===== config.mk =====
export PLATFORM = sky130hd
export DESIGN_NAME = pwm_duty_meter
export DESIGN_NICKNAME = d
export VERILOG_FILES = /design/src/rtl/pwm_duty_meter_pkg.sv /design/src/rtl/pwm_sync_edge.sv /design/src/rtl/pwm_duty_meter.sv
export SDC_FILE = /design/constraint.sdc
export NUM_CORES = 1
export LEC_CHECK = 0
export ABC_AREA = 0
export ABC_CLOCK_PERIOD_IN_PS = 2100
export CORE_MARGIN = 1.5
export CORE_UTILIZATION = 40
export DETAILED_ROUTE_END_ITERATION = 8
export SLEW_MARGIN = 20
export SYNTH_ARGS = -nofsm -noshare
export SYNTH_HDL_FRONTEND = slang
export SYNTH_SLANG_ARGS = --single-unit

===== constraint.sdc =====
create_clock -name clk_i -period 2.1 [get_ports clk_i]
set_clock_uncertainty 0.15 [all_clocks]
set_input_delay 0.525 -clock clk_i [delete_from_list [all_inputs] [get_ports clk_i]]
set_output_delay 0.525 -clock clk_i [all_outputs]
set_load 0.02 [all_outputs]

===== src/rtl/pwm_duty_meter_pkg.sv =====
// Shared definitions for the 4-bit PWM generator / duty meter pair.
// Keeping the defaults here means both ends of the link agree on the period.
package pwm_duty_meter_pkg;
  localparam int DEF_CNT_W  = 4;
  localparam int DEF_PERIOD = 16;

  typedef enum logic [1:0] {
    IDLE  = 2'd0,
    MEAS  = 2'd1,
    STUCK = 2'd2
  } meter_state_t;
endpackage


===== src/rtl/pwm_sync_edge.sv =====
// Input synchronizer for the asynchronous PWM line plus rising-edge detect.
// Only the synchronized level s is fit for use in the clk_i domain.
module pwm_sync_edge #(
  parameter int SYNC_STAGES = 2
) (
  input  logic clk_i,
  input  logic reset,
  input  logic d,
  output logic s,
  output logic rise
);
  logic [SYNC_STAGES-1:0] sync_q;
  logic                   s_d;

  always_ff @(posedge clk_i or posedge reset) begin
    if (reset) begin
      sync_q <= '0;
      s_d    <= 1'b0;
    end else begin
      sync_q <= {sync_q[SYNC_STAGES-2:0], d};
      s_d    <= sync_q[SYNC_STAGES-1];
    end
  end

  assign s    = sync_q[SYNC_STAGES-1];
  assign rise = s & ~s_d;
endmodule


===== src/rtl/pwm_duty_meter.sv =====
// Measures high time and period of a PWM waveform and recovers its duty value.
// Flags a line that stops toggling and any period that is off-nominal.
module pwm_duty_meter
  import pwm_duty_meter_pkg::*;
#(
  parameter int CNT_W       = DEF_CNT_W,
  parameter int PERIOD      = DEF_PERIOD,
  parameter int SYNC_STAGES = 2
) (
  input  logic             clk_i,
  input  logic             reset,
  input  logic             pwm_i,
  output logic [CNT_W-1:0] duty_o,
  output logic             valid_o,
  output logic             stuck_o,
  output logic             per_err_o
);
  localparam logic [CNT_W:0] PER_V = (CNT_W+1)'(PERIOD);
  localparam logic [CNT_W:0] SAT_V = (CNT_W+1)'(PERIOD + 1);
  localparam logic [CNT_W:0] ONE_V = (CNT_W+1)'(1);

  logic           s, rise;
  logic [CNT_W:0] per_cnt, hi_cnt;
  meter_state_t   state, state_n;
  logic [CNT_W-1:0] duty_n;
  logic           valid_n, per_err_n;

  pwm_sync_edge #(.SYNC_STAGES(SYNC_STAGES)) u_sync (
    .clk_i (clk_i),
    .reset (reset),
    .d     (pwm_i),
    .s     (s),
    .rise  (rise)
  );

  // The rise cycle is high and opens the new period, hence the reload to 1.
  always_ff @(posedge clk_i or posedge reset) begin
    if (reset) begin
      per_cnt <= '0;
      hi_cnt  <= '0;
    end else if (rise) begin
      per_cnt <= ONE_V;
      hi_cnt  <= ONE_V;
    end else begin
      if (per_cnt != SAT_V)     per_cnt <= per_cnt + ONE_V;
      if (s && hi_cnt != SAT_V) hi_cnt  <= hi_cnt + ONE_V;
    end
  end

  always_ff @(posedge clk_i or posedge reset) begin
    if (reset) begin
      state     <= IDLE;
      duty_o    <= '0;
      valid_o   <= 1'b0;
      per_err_o <= 1'b0;
      stuck_o   <= 1'b0;
    end else begin
      state     <= state_n;
      duty_o    <= duty_n;
      valid_o   <= valid_n;
      per_err_o <= per_err_n;
      stuck_o   <= (state_n == STUCK);
    end
  end

  // A rise takes priority over a timeout landing on the same cycle.
  always_comb begin
    state_n   = state;
    duty_n    = duty_o;
    valid_n   = 1'b0;
    per_err_n = 1'b0;
    if (rise) begin
      state_n = MEAS;
      if (state == MEAS) begin
        if (per_cnt == PER_V) begin
          duty_n  = hi_cnt[CNT_W-1:0];
          valid_n = 1'b1;
        end else begin
          per_err_n = 1'b1;
        end
      end
    end else if (state != STUCK && per_cnt == PER_V) begin
      state_n = STUCK;
      duty_n  = s ? '1 : '0;
      valid_n = 1'b1;
    end
  end
endmodule


==> results of run 1 <==
## state kept, by name, summed over array words and instances (netlist names)
| signal | cells |
|---|---|
| per_err_o | 1 |
| u_sync.sync_q | 2 |
| per_cnt | 5 |
| u_sync.s_d | 1 |
| hi_cnt | 5 |
| duty_o | 4 |
| stuck_o | 1 |
| valid_o | 1 |
| state | 2 |
## worst max path at each step
stage | startpoint | end | slack, ns | cells past startpoint
after CTS | duty_o[3]$_DFFE_PP0P_ | duty_o[3] | 0.13 | 1
after global placement | duty_o[3]$_DFFE_PP0P_ | duty_o[3] | 0.51 | 1
after global routing | duty_o[1]$_DFFE_PP0P_ | duty_o[1] | 0.08 | 1
after detailed placement | duty_o[3]$_DFFE_PP0P_ | duty_o[3] | 0.49 | 1
final | duty_o[3]$_DFFE_PP0P_ | duty_o[3] | 0.15 | 1
after floorplan | per_cnt[0]$_DFFE_PP0P_ | duty_o[0]$_DFFE_PP0P_ | 0.64 | 6
## Yosys cell counts, drive strengths merged
library cell   n
nor2b          1
inv           10
ha             5
or3b           1
mux2i          5
o21ai          5
nand4bb        2
dfrtp         22
or2            1
xor2           4
nand2         12
nor3           4
nand2b         3
a21o           2
xnor2          1
buf            2
a21oi          5
nand3          5
nor2           5
## metal layers
layer / track usage, % / share of wire [%] / vias up
met3: 2.50 / 3.0 / 2
li1: - / - / 333
met4: 7.69 / 0.77 / 0
met1: 18.5 / 48 / 294
met5: 0 / 0 / -
met2: 21.1 / 48 / 8
## cell families after synthesis
logic type | after synthesis | synth area share [%]
compound gates | 12 | 8.51
fa+ha+maj | 5 | 6.08
buf+inv | 12 | 5.22
simple gates | 34 | 17.6
mux | 5 | 4.86
xor+xnor | 5 | 4.25
flops | 22 | 53.5
## area by class of cell
cell class | count | area share, %
multi-input combinational | 61 | 35.7
timing repair buffer | 11 | 8.81
sequential | 22 | 46.2
inverter | 10 | 3.15
clock buffer | 4 | 3.04
tap | 30 | 3.15
## report_power, final
part           internal, mW  switching, mW  leakage, nW
Sequential            0.515         0.0966        0.282
Combinational         0.165          0.155        0.280
Clock                 0.106          0.123       0.0210
Total                 0.786          0.375        0.584
## per-stage QoR
stage                     cell area [um2]  hold slack, ns  total power, mW  worst slack, ns  util, %
after floorplan                      1030           0.181            0.826            0.645        -
after global routing                 1190           0.222             1.26           0.0826     48.6
final                                1190           0.213             1.16            0.152     48.6
after detailed placement             1160           0.188            0.949            0.487     47.1
after CTS                            1190           0.217             1.19            0.127     48.6
after global placement               1160           0.184            0.931            0.507     47.1
==> results.json, run 1 <==
{
  "fill_cells": 245,
  "grt_util_all_layers_pct": 13.9,
  "cts.reportedPaths.clkPinSlew_ns": 0.12,
  "worst_skew_pair.late_latency_ns": 0.30,
  "detail_route.first_pass.iterations": 4,
  "nNetsFinal": 117,
  "die_w_um": 53.7,
  "rows": 18,
  "setup.worst_path.start_class": "register",
  "die_y_um": 53.7,
  "synth_fp_nets": 103,
  "timing.reg2reg.worst_path_depth": 6,
  "ctsLongestPathBuffers": 2,
  "max_slew_headroom_pct": 70.4,
  "synth_cells": 95,
  "clkSinkCount": 22,
  "drt-total-wl_um": 1550,
  "finalNonFillerCells": 138,
  "outcome": "completed",
  "maxClockFrequency_ghz": 0.513,
  "slowest_delay_ns": 0.60,
  "area_contributors_post_synth": "dfrtp_1 (53%), ha_1 (6.1%), mux2i_1 (4.9%)",
  "r2r_setup_slack_ns": 0.51,
  "antenna_found_initial": 0,
  "final_layout_size_suffix_gt1_share_pct": 11.1,
  "cts-root-buf": "clkbuf_4",
  "hp-start": "u_sync.sync_q[0]$_DFF_PP0_",
  "area_delta_synth_final_pct": 15.8,
  "cp_top_family": "buffers and inverters",
  "layout.cells.most_common_list": "dfrtp_1 (22), nand2_1 (12), inv_1 (10), clkdlybuf4s50_1 (9)",
  "vias": 637,
  "grt.overflow.total": 0,
  "final.period_utilization_pct": 92.8,
  "synth_seq_area_share_pct": 53.5,
  "core-area_um2": 2450,
  "post_cts_hold_buffer_count": 0,
  "timing.final.setup_violations": 0,
  "path_max_fanout": 2,
  "worstReg2RegStart": "per_cnt[0]$_DFFE_PP0P_",
  "ys_seq_elements": 22,
  "yosysTopAreaCellShare_pct": 53.5,
  "grt_max_degree": 23,
  "critPathBufInv": 1,
  "multi_input_area_um2": 425,
  "synthDistinctLibCells": 24,
  "ios": 10,
  "placement.io_buffers": 9,
  "tightest_slew_ns": 0.440,
  "htreeDepth": 1,
  "synthesis.area_um2": 1030,
  "num_antenna_cells": 0,
  "wl_per_cell_um": 11.2,
  "first_global_vias": 612,
  "design.die.area_um2": 2890,
  "hold-path-cell-count": 0,
  "crit_path_kind": "register to output port",
  "start_util_pct": 41.9,
  "irDropWorstVdd_uv": 411,
  "hold-path-endpoint": "u_sync.sync_q[1]$_DFF_PP0_",
  "drc": 0,
  "crit_chain": "clkdlybuf4s50_1",
  "postCtsSetupBuffers": 0,
  "iteration_0_drc_markers": 11,
  "final_max_slew_viol_count": 0,
  "worstPathRequired_ns": 1.42,
  "crit_path_top_delay_cell": "clkdlybuf4s50_1",
  "grt_pass1_wl_um": 2820,
  "timing.rr.end": "duty_o[1]$_DFFE_PP0P_",
  "power_per_cell_area_nw_per_um2": 974,
  "vias_per_cell": 4.62,
  "layout.area.seq_um2": 551,
  "grt_setup_unrepaired": "false",
  "final-hold-violation-count": 0,
  "netlist.top_cell.by_area": "dfrtp_1",
  "hold_class": "register to register",
  "dp_hpwl_um": 1110,
  "synth_area_per_cell_um2": 10.8,
  "post_route_minimum_period_ns": 1.95,
  "numCtsBuffers": 3,
  "drv_cap": 0,
  "place_congestion": 0.637,
  "numPlacedInstances": 134,
  "antenna_violating_nets_post_route": 0,
  "yosys_warnings": 0,
  "tritoncts": "done",
  "commonest_non_fill_non_tap_cell_in_the_layout": "dfrtp_1",
  "cp_data_arrival_time_ns": 1.27,
  "critPathCaptureType": "output port",
  "cts_resizes": 0,
  "static-leakage-power_nw": 0.584,
  "tns_ns": 0
}
(Power assumes the default switching activity.)
==> run 2: changes to the inputs <==
--- a/config.mk
+++ b/config.mk
@@ -8,9 +8,9 @@
 export ABC_AREA = 0
 export ABC_CLOCK_PERIOD_IN_PS = 2100
 export CORE_MARGIN = 1.5
-export CORE_UTILIZATION = 40
+export CORE_UTILIZATION = 50
 export DETAILED_ROUTE_END_ITERATION = 8
-export SLEW_MARGIN = 20
+export PLACE_DENSITY = 0.71
 export SYNTH_ARGS = -nofsm -noshare
 export SYNTH_HDL_FRONTEND = slang
 export SYNTH_SLANG_ARGS = --single-unit
==> run 2 against run 1 <==
Via count rose by 5.2%. Hold slack worse by 0.0052 ns. Sequential share of layout area up 0.69 points. Routed wire length is 3.0% lower. Cell area is 1.5% lower. Maximum frequency fell by 0.17%. Combinational power increased by 2%. Register-to-register slack about the same. Global-route usage up 1.4 points. Non-clock buffer count unchanged. Critical endpoint is now duty_o[2]. Largest cell class unchanged. Largest power group unchanged.
==> results.json, run 2 (synthesis gave the netlist of run 1 again) <==
{
  "wl_per_cell_um": 11.2,
  "final_layout_size_suffix_gt1_share_pct": 10.3,
  "grt_pass1_wl_um": 2720,
  "antenna_violating_nets_post_route": 0,
  "core-area_um2": 1940,
  "layout.area.seq_um2": 551,
  "vias_per_cell": 5.00,
  "final-hold-violation-count": 0,
  "iteration_0_drc_markers": 10,
  "cts_resizes": 0,
  "die_y_um": 48.4,
  "timing.critical_path.from": "duty_o[2]$_DFFE_PP0P_",
  "maxClockFrequency_ghz": 0.512,
  "ios": 10,
  "design.die.area_um2": 2340,
  "final.period_utilization_pct": 92.9,
  "cp_top_family": "buffers and inverters",
  "hp-start": "u_sync.sync_q[0]$_DFF_PP0_",
  "crit_path_top_delay_cell": "clkdlybuf4s50_1",
  "final_design_area_no_fill_um2": 1170,
  "postCtsSetupBuffers": 0,
  "globalRoute.busiestLayer": "met2",
  "post_route_minimum_period_ns": 1.95,
  "cts.reportedPaths.clkPinSlew_ns": 0.11,
  "start_util_pct": 53.0,
  "htreeDepth": 1,
  "crit_path_kind": "register to output port",
  "grt_util_all_layers_pct": 15.2,
  "grt.overflow.total": 0,
  "path_max_fanout": 2,
  "fill_cells": 171,
  "tightest_slew_ns": 0.436,
  "place_congestion": 0.761,
  "worstReg2RegStart": "per_cnt[1]$_DFFE_PP0P_",
  "worst_skew_pair.late_latency_ns": 0.30,
  "nNetsFinal": 117,
  "setup.worst_path.start_class": "register",
  "cp_data_arrival_time_ns": 1.28,
  "die_w_um": 48.4,
  "numCtsBuffers": 3,
  "reg_top3": "hi_cnt (5), per_cnt (5), duty_o (4)",
  "clkSinkCount": 22,
  "dp_hpwl_um": 1110,
  "slowest_delay_ns": 0.60,
  "multi_input_area_um2": 425,
  "antenna_found_initial": 0,
  "layout.cells.most_common_list": "dfrtp_1 (22), nand2_1 (12), inv_1 (10), clkdlybuf4s50_1 (9)",
  "grt.met1_usage_pct": 18.7,
  "worstPathRequired_ns": 1.42,
  "irDropWorstVdd_uv": 479,
  "rows": 16,
  "drt-total-wl_um": 1510,
  "timing.final.setup_violations": 0,
  "grt_setup_unrepaired": "false",
  "grtUsageMet3_pct": 3.09,
  "commonest_non_fill_non_tap_cell_in_the_layout": "dfrtp_1",
  "critPathBufInv": 1,
  "num_antenna_cells": 0,
  "area_delta_synth_final_pct": 14.1,
  "grt_max_degree": 23,
  "tns_ns": 0,
  "place_area_um2": 1150,
  "critPathCaptureType": "output port",
  "hold_class": "register to register",
  "placement.io_buffers": 9,
  "finalNonFillerCells": 134,
  "final_max_slew_viol_count": 0,
  "static-leakage-power_nw": 0.576,
  "first_global_vias": 622,
  "power_per_cell_area_nw_per_um2": 953,
  "crit_chain": "clkdlybuf4s50_1",
  "tritoncts": "done",
  "numPlacedInstances": 131,
  "grt.met2_usage_pct": 24.5,
  "drc": 0,
  "ctsLongestPathBuffers": 2,
  "drv_cap": 0,
  "detail_route.first_pass.iterations": 4,
  "cts-root-buf": "clkbuf_4",
  "outcome": "completed",
  "post_cts_hold_buffer_count": 0,
  "max_slew_headroom_pct": 70.7,
  "vias": 670
}
==> run 2: power by group <==
| group | internal, mW | switching [mW] | total, mW |
|---|---|---|---|
| combinational | 0.166 | 0.160 | 0.326 |
| sequential | 0.515 | 0.0946 | 0.610 |
| clock | 0.0670 | 0.117 | 0.184 |
==> run 2: cell type report <==
type / count / share of cell area (%)
Tap cell: 27 / 2.88
Inverter: 10 / 3.19
Sequential cell: 22 / 46.9
Multi-Input combinational cell: 61 / 36.2
Timing Repair Buffer: 11 / 8.95
Clock buffer: 3 / 1.92
==> run 2: routing by layer <==
metal | wire (um) | up-vias
met5 | 0 | -
met4 | 44 | 0
met3 | 43 | 5
met2 | 681 | 11
met1 | 736 | 319
li1 | - | 335
==> run 2: final timing paths <==
path / end / slack, ns / cells past startpoint
max in group asynchronous: per_cnt[4]$_DFFE_PP0P_ / 1.19 / 3
min reg2reg: u_sync.sync_q[1]$_DFF_PP0_ / 0.21 / 0
max reg2reg: per_cnt[1]$_DFFE_PP0P_ / 0.50 / 6
min in group asynchronous: duty_o[1]$_DFFE_PP0P_ / 0.39 / 3
max: duty_o[2] / 0.15 / 1
min: u_sync.sync_q[1]$_DFF_PP0_ / 0.21 / 0
==> run 2: worst register-to-register path, cell delays in order (launching register included) <==
cell and delay (ns):
dfrtp_1 0.43, inv_1 0.10, ha_1 0.14, nand2_1 0.05, nor3_1 0.35, mux2i_1 0.24, nor2_1 0.05
==> run 2: metrics by stage <==
stage	util (%)	power, mW	worst slack, ns	hold slack [ns]
floorplan	-	0.826	0.645	0.181
global placement	59.3	0.929	0.508	0.185
detailed placement	59.3	0.949	0.484	0.186
CTS	60.5	1.13	0.130	0.212
global route	60.5	1.21	0.0749	0.228
finish	60.5	1.12	0.148	0.207
==> run 3: changes to the inputs <==
--- a/config.mk
+++ b/config.mk
@@ -6,8 +6,6 @@
 export NUM_CORES = 1
 export LEC_CHECK = 0
 export ABC_AREA = 0
-export ABC_CLOCK_PERIOD_IN_PS = 2100
-export CORE_MARGIN = 1.5
 export CORE_UTILIZATION = 50
 export DETAILED_ROUTE_END_ITERATION = 8
 export PLACE_DENSITY = 0.71
==> run 3 against run 2 <==
Flip-flop and latch count stayed put. Largest cell class unchanged. Critical path type unchanged. Count of clock-buffer cells in the layout up 1. Via count decreased by 2.7%. Cell count increased by 0.75%. Combinational power fell by 1%. Largest power group unchanged. First-iteration DRC count is 40% lower. Register-to-register slack barely moved. Critical endpoint is now duty_o[0].
==> results.json, run 3 (synthesis gave the netlist of run 1 again) <==
{
  "sw_frac_of_total_pct": 32.5,
  "slowest_delay_ns": 0.60,
  "path_max_fanout": 2,
  "cts.reportedPaths.clkPinSlew_ns": 0.13,
  "drc": 0,
  "tightest_slew_ns": 0.414,
  "commonest_non_fill_non_tap_cell_in_the_layout": "dfrtp_1",
  "start_util_pct": 53.0,
  "placement.io_buffers": 9,
  "setup_slack_ns": 0.147,
  "final-hold-violation-count": 0,
  "drv_cap": 0,
  "htreeDepth": 1,
  "cp_data_arrival_time_ns": 1.28,
  "grt_max_degree": 23,
  "outcome": "completed",
  "power.share.clock_pct": 20.1,
  "switching_power_mw": 0.378,
  "post_cts_hold_buffer_count": 0,
  "antenna_violating_nets_post_route": 0,
  "die_w_um": 47.4,
  "grt.overflow.total": 0,
  "iteration_0_drc_markers": 6,
  "cts_resizes": 0,
  "vias": 652,
  "critPathBufInv": 1,
  "antenna_found_initial": 0,
  "setup.worst_path.start_class": "register",
  "layout.cells.most_common_list": "dfrtp_1 (22), nand2_1 (12), inv_1 (10), clkdlybuf4s50_1 (9)",
  "critPathCaptureType": "output port",
  "post_route_minimum_period_ns": 1.95,
  "final_layout_size_suffix_gt1_share_pct": 11.1,
  "ios": 10,
  "numCtsBuffers": 3,
  "design.die.area_um2": 2240,
  "clkSinkCount": 22,
  "cp_top_family": "buffers and inverters",
  "wl_per_cell_um": 11.2,
  "rows": 16,
  "place_congestion": 0.745,
  "r2r_setup_slack_ns": 0.49,
  "timing.final.setup_violations": 0,
  "place_area_um2": 1150,
  "tritoncts": "done",
  "worst_skew_pair.late_latency_ns": 0.31,
  "seqPwrFrac_pct": 52.2,
  "final_max_slew_viol_count": 0,
  "drt-total-wl_um": 1510,
  "ctsLongestPathBuffers": 2,
  "power_per_cell_area_nw_per_um2": 979,
  "core-area_um2": 1940,
  "hold_class": "register to register",
  "cts-root-buf": "clkbuf_4",
  "final.period_utilization_pct": 93.0,
  "die_y_um": 47.4,
  "grt_setup_unrepaired": "false",
  "static-leakage-power_nw": 0.584,
  "reg_top3": "hi_cnt (5), per_cnt (5), duty_o (4)",
  "maxClockFrequency_ghz": 0.512,
  "grt_pass1_wl_um": 2440,
  "dp_hpwl_um": 1090,
  "detail_route.first_pass.iterations": 3,
  "crit_path_kind": "register to output port",
  "first_global_vias": 563,
  "crit_chain": "clkdlybuf4s50_1",
  "crit_path_top_delay_cell": "clkdlybuf4s50_1",
  "int_power_mw": 0.786,
  "final_design_area_no_fill_um2": 1190,
  "place_ws_ns": 0.489,
  "max_slew_headroom_pct": 72.2,
  "grt_util_all_layers_pct": 16.0,
  "comb_power_share_pct": 27.7,
  "worstPathRequired_ns": 1.42,
  "irDropWorstVdd_uv": 567,
  "tns_ns": 0,
  "vias_per_cell": 4.83,
  "nNetsFinal": 117,
  "num_antenna_cells": 0,
  "postCtsSetupBuffers": 0,
  "area_delta_synth_final_pct": 15.4
}
## run 3: changes by cell type in the layout (fill, tap and decap cells not counted)
cell      delta
clkbuf_8     +1
## run 3: power by group through the flow
stage	Clock, mW	Combinational, mW	Sequential, mW
global placement	0	0.316	0.613
finish	0.233	0.322	0.608
detailed placement	0	0.325	0.619
floorplan	0	0.188	0.637
CTS	0.237	0.328	0.609
global route	0.251	0.366	0.625
## run 3: worst paths after layout
check,cells past startpoint,endpoint,start
hold / removal,0,u_sync.sync_q[1]$_DFF_PP0_,u_sync.sync_q[0]$_DFF_PP0_
setup reg to reg,4,duty_o[0]$_DFFE_PP0P_,u_sync.sync_q[1]$_DFF_PP0_
hold reg to reg,0,u_sync.sync_q[1]$_DFF_PP0_,u_sync.sync_q[0]$_DFF_PP0_
max in group asynchronous,3,hi_cnt[3]$_DFFE_PP0P_,reset
min in group asynchronous,3,stuck_o$_DFF_PP0_,reset
setup / recovery,1,duty_o[0],duty_o[0]$_DFFE_PP0P_
## run 3: routing by layer
metal / wire [um] / GRT usage (%)
met3: 40 / 3.46
met1: 743 / 23.6
met4: 0 / 6.86
met2: 725 / 22.5
met5: 0 / 0
## run 3: area by class of cell
type / instances / area [um2]
Tap cell: 27 / 33.8
Sequential cell: 22 / 551
Timing Repair Buffer: 11 / 105
Clock buffer: 4 / 36.3
Inverter: 10 / 37.5
Fill cell: 172 / 753
Multi-Input combinational cell: 61 / 425
## run 3: through the flow
step | std cells | utilization [%] | total power, mW | hold slack (ns)
finish | 135 | 61.2 | 1.16 | 0.203
global route | 135 | 61.2 | 1.24 | 0.218
CTS | 135 | 61.2 | 1.17 | 0.209
detailed placement | 131 | 59.3 | 0.944 | 0.187
global placement | 131 | 59.3 | 0.929 | 0.183
floorplan | 95 | - | 0.826 | 0.181
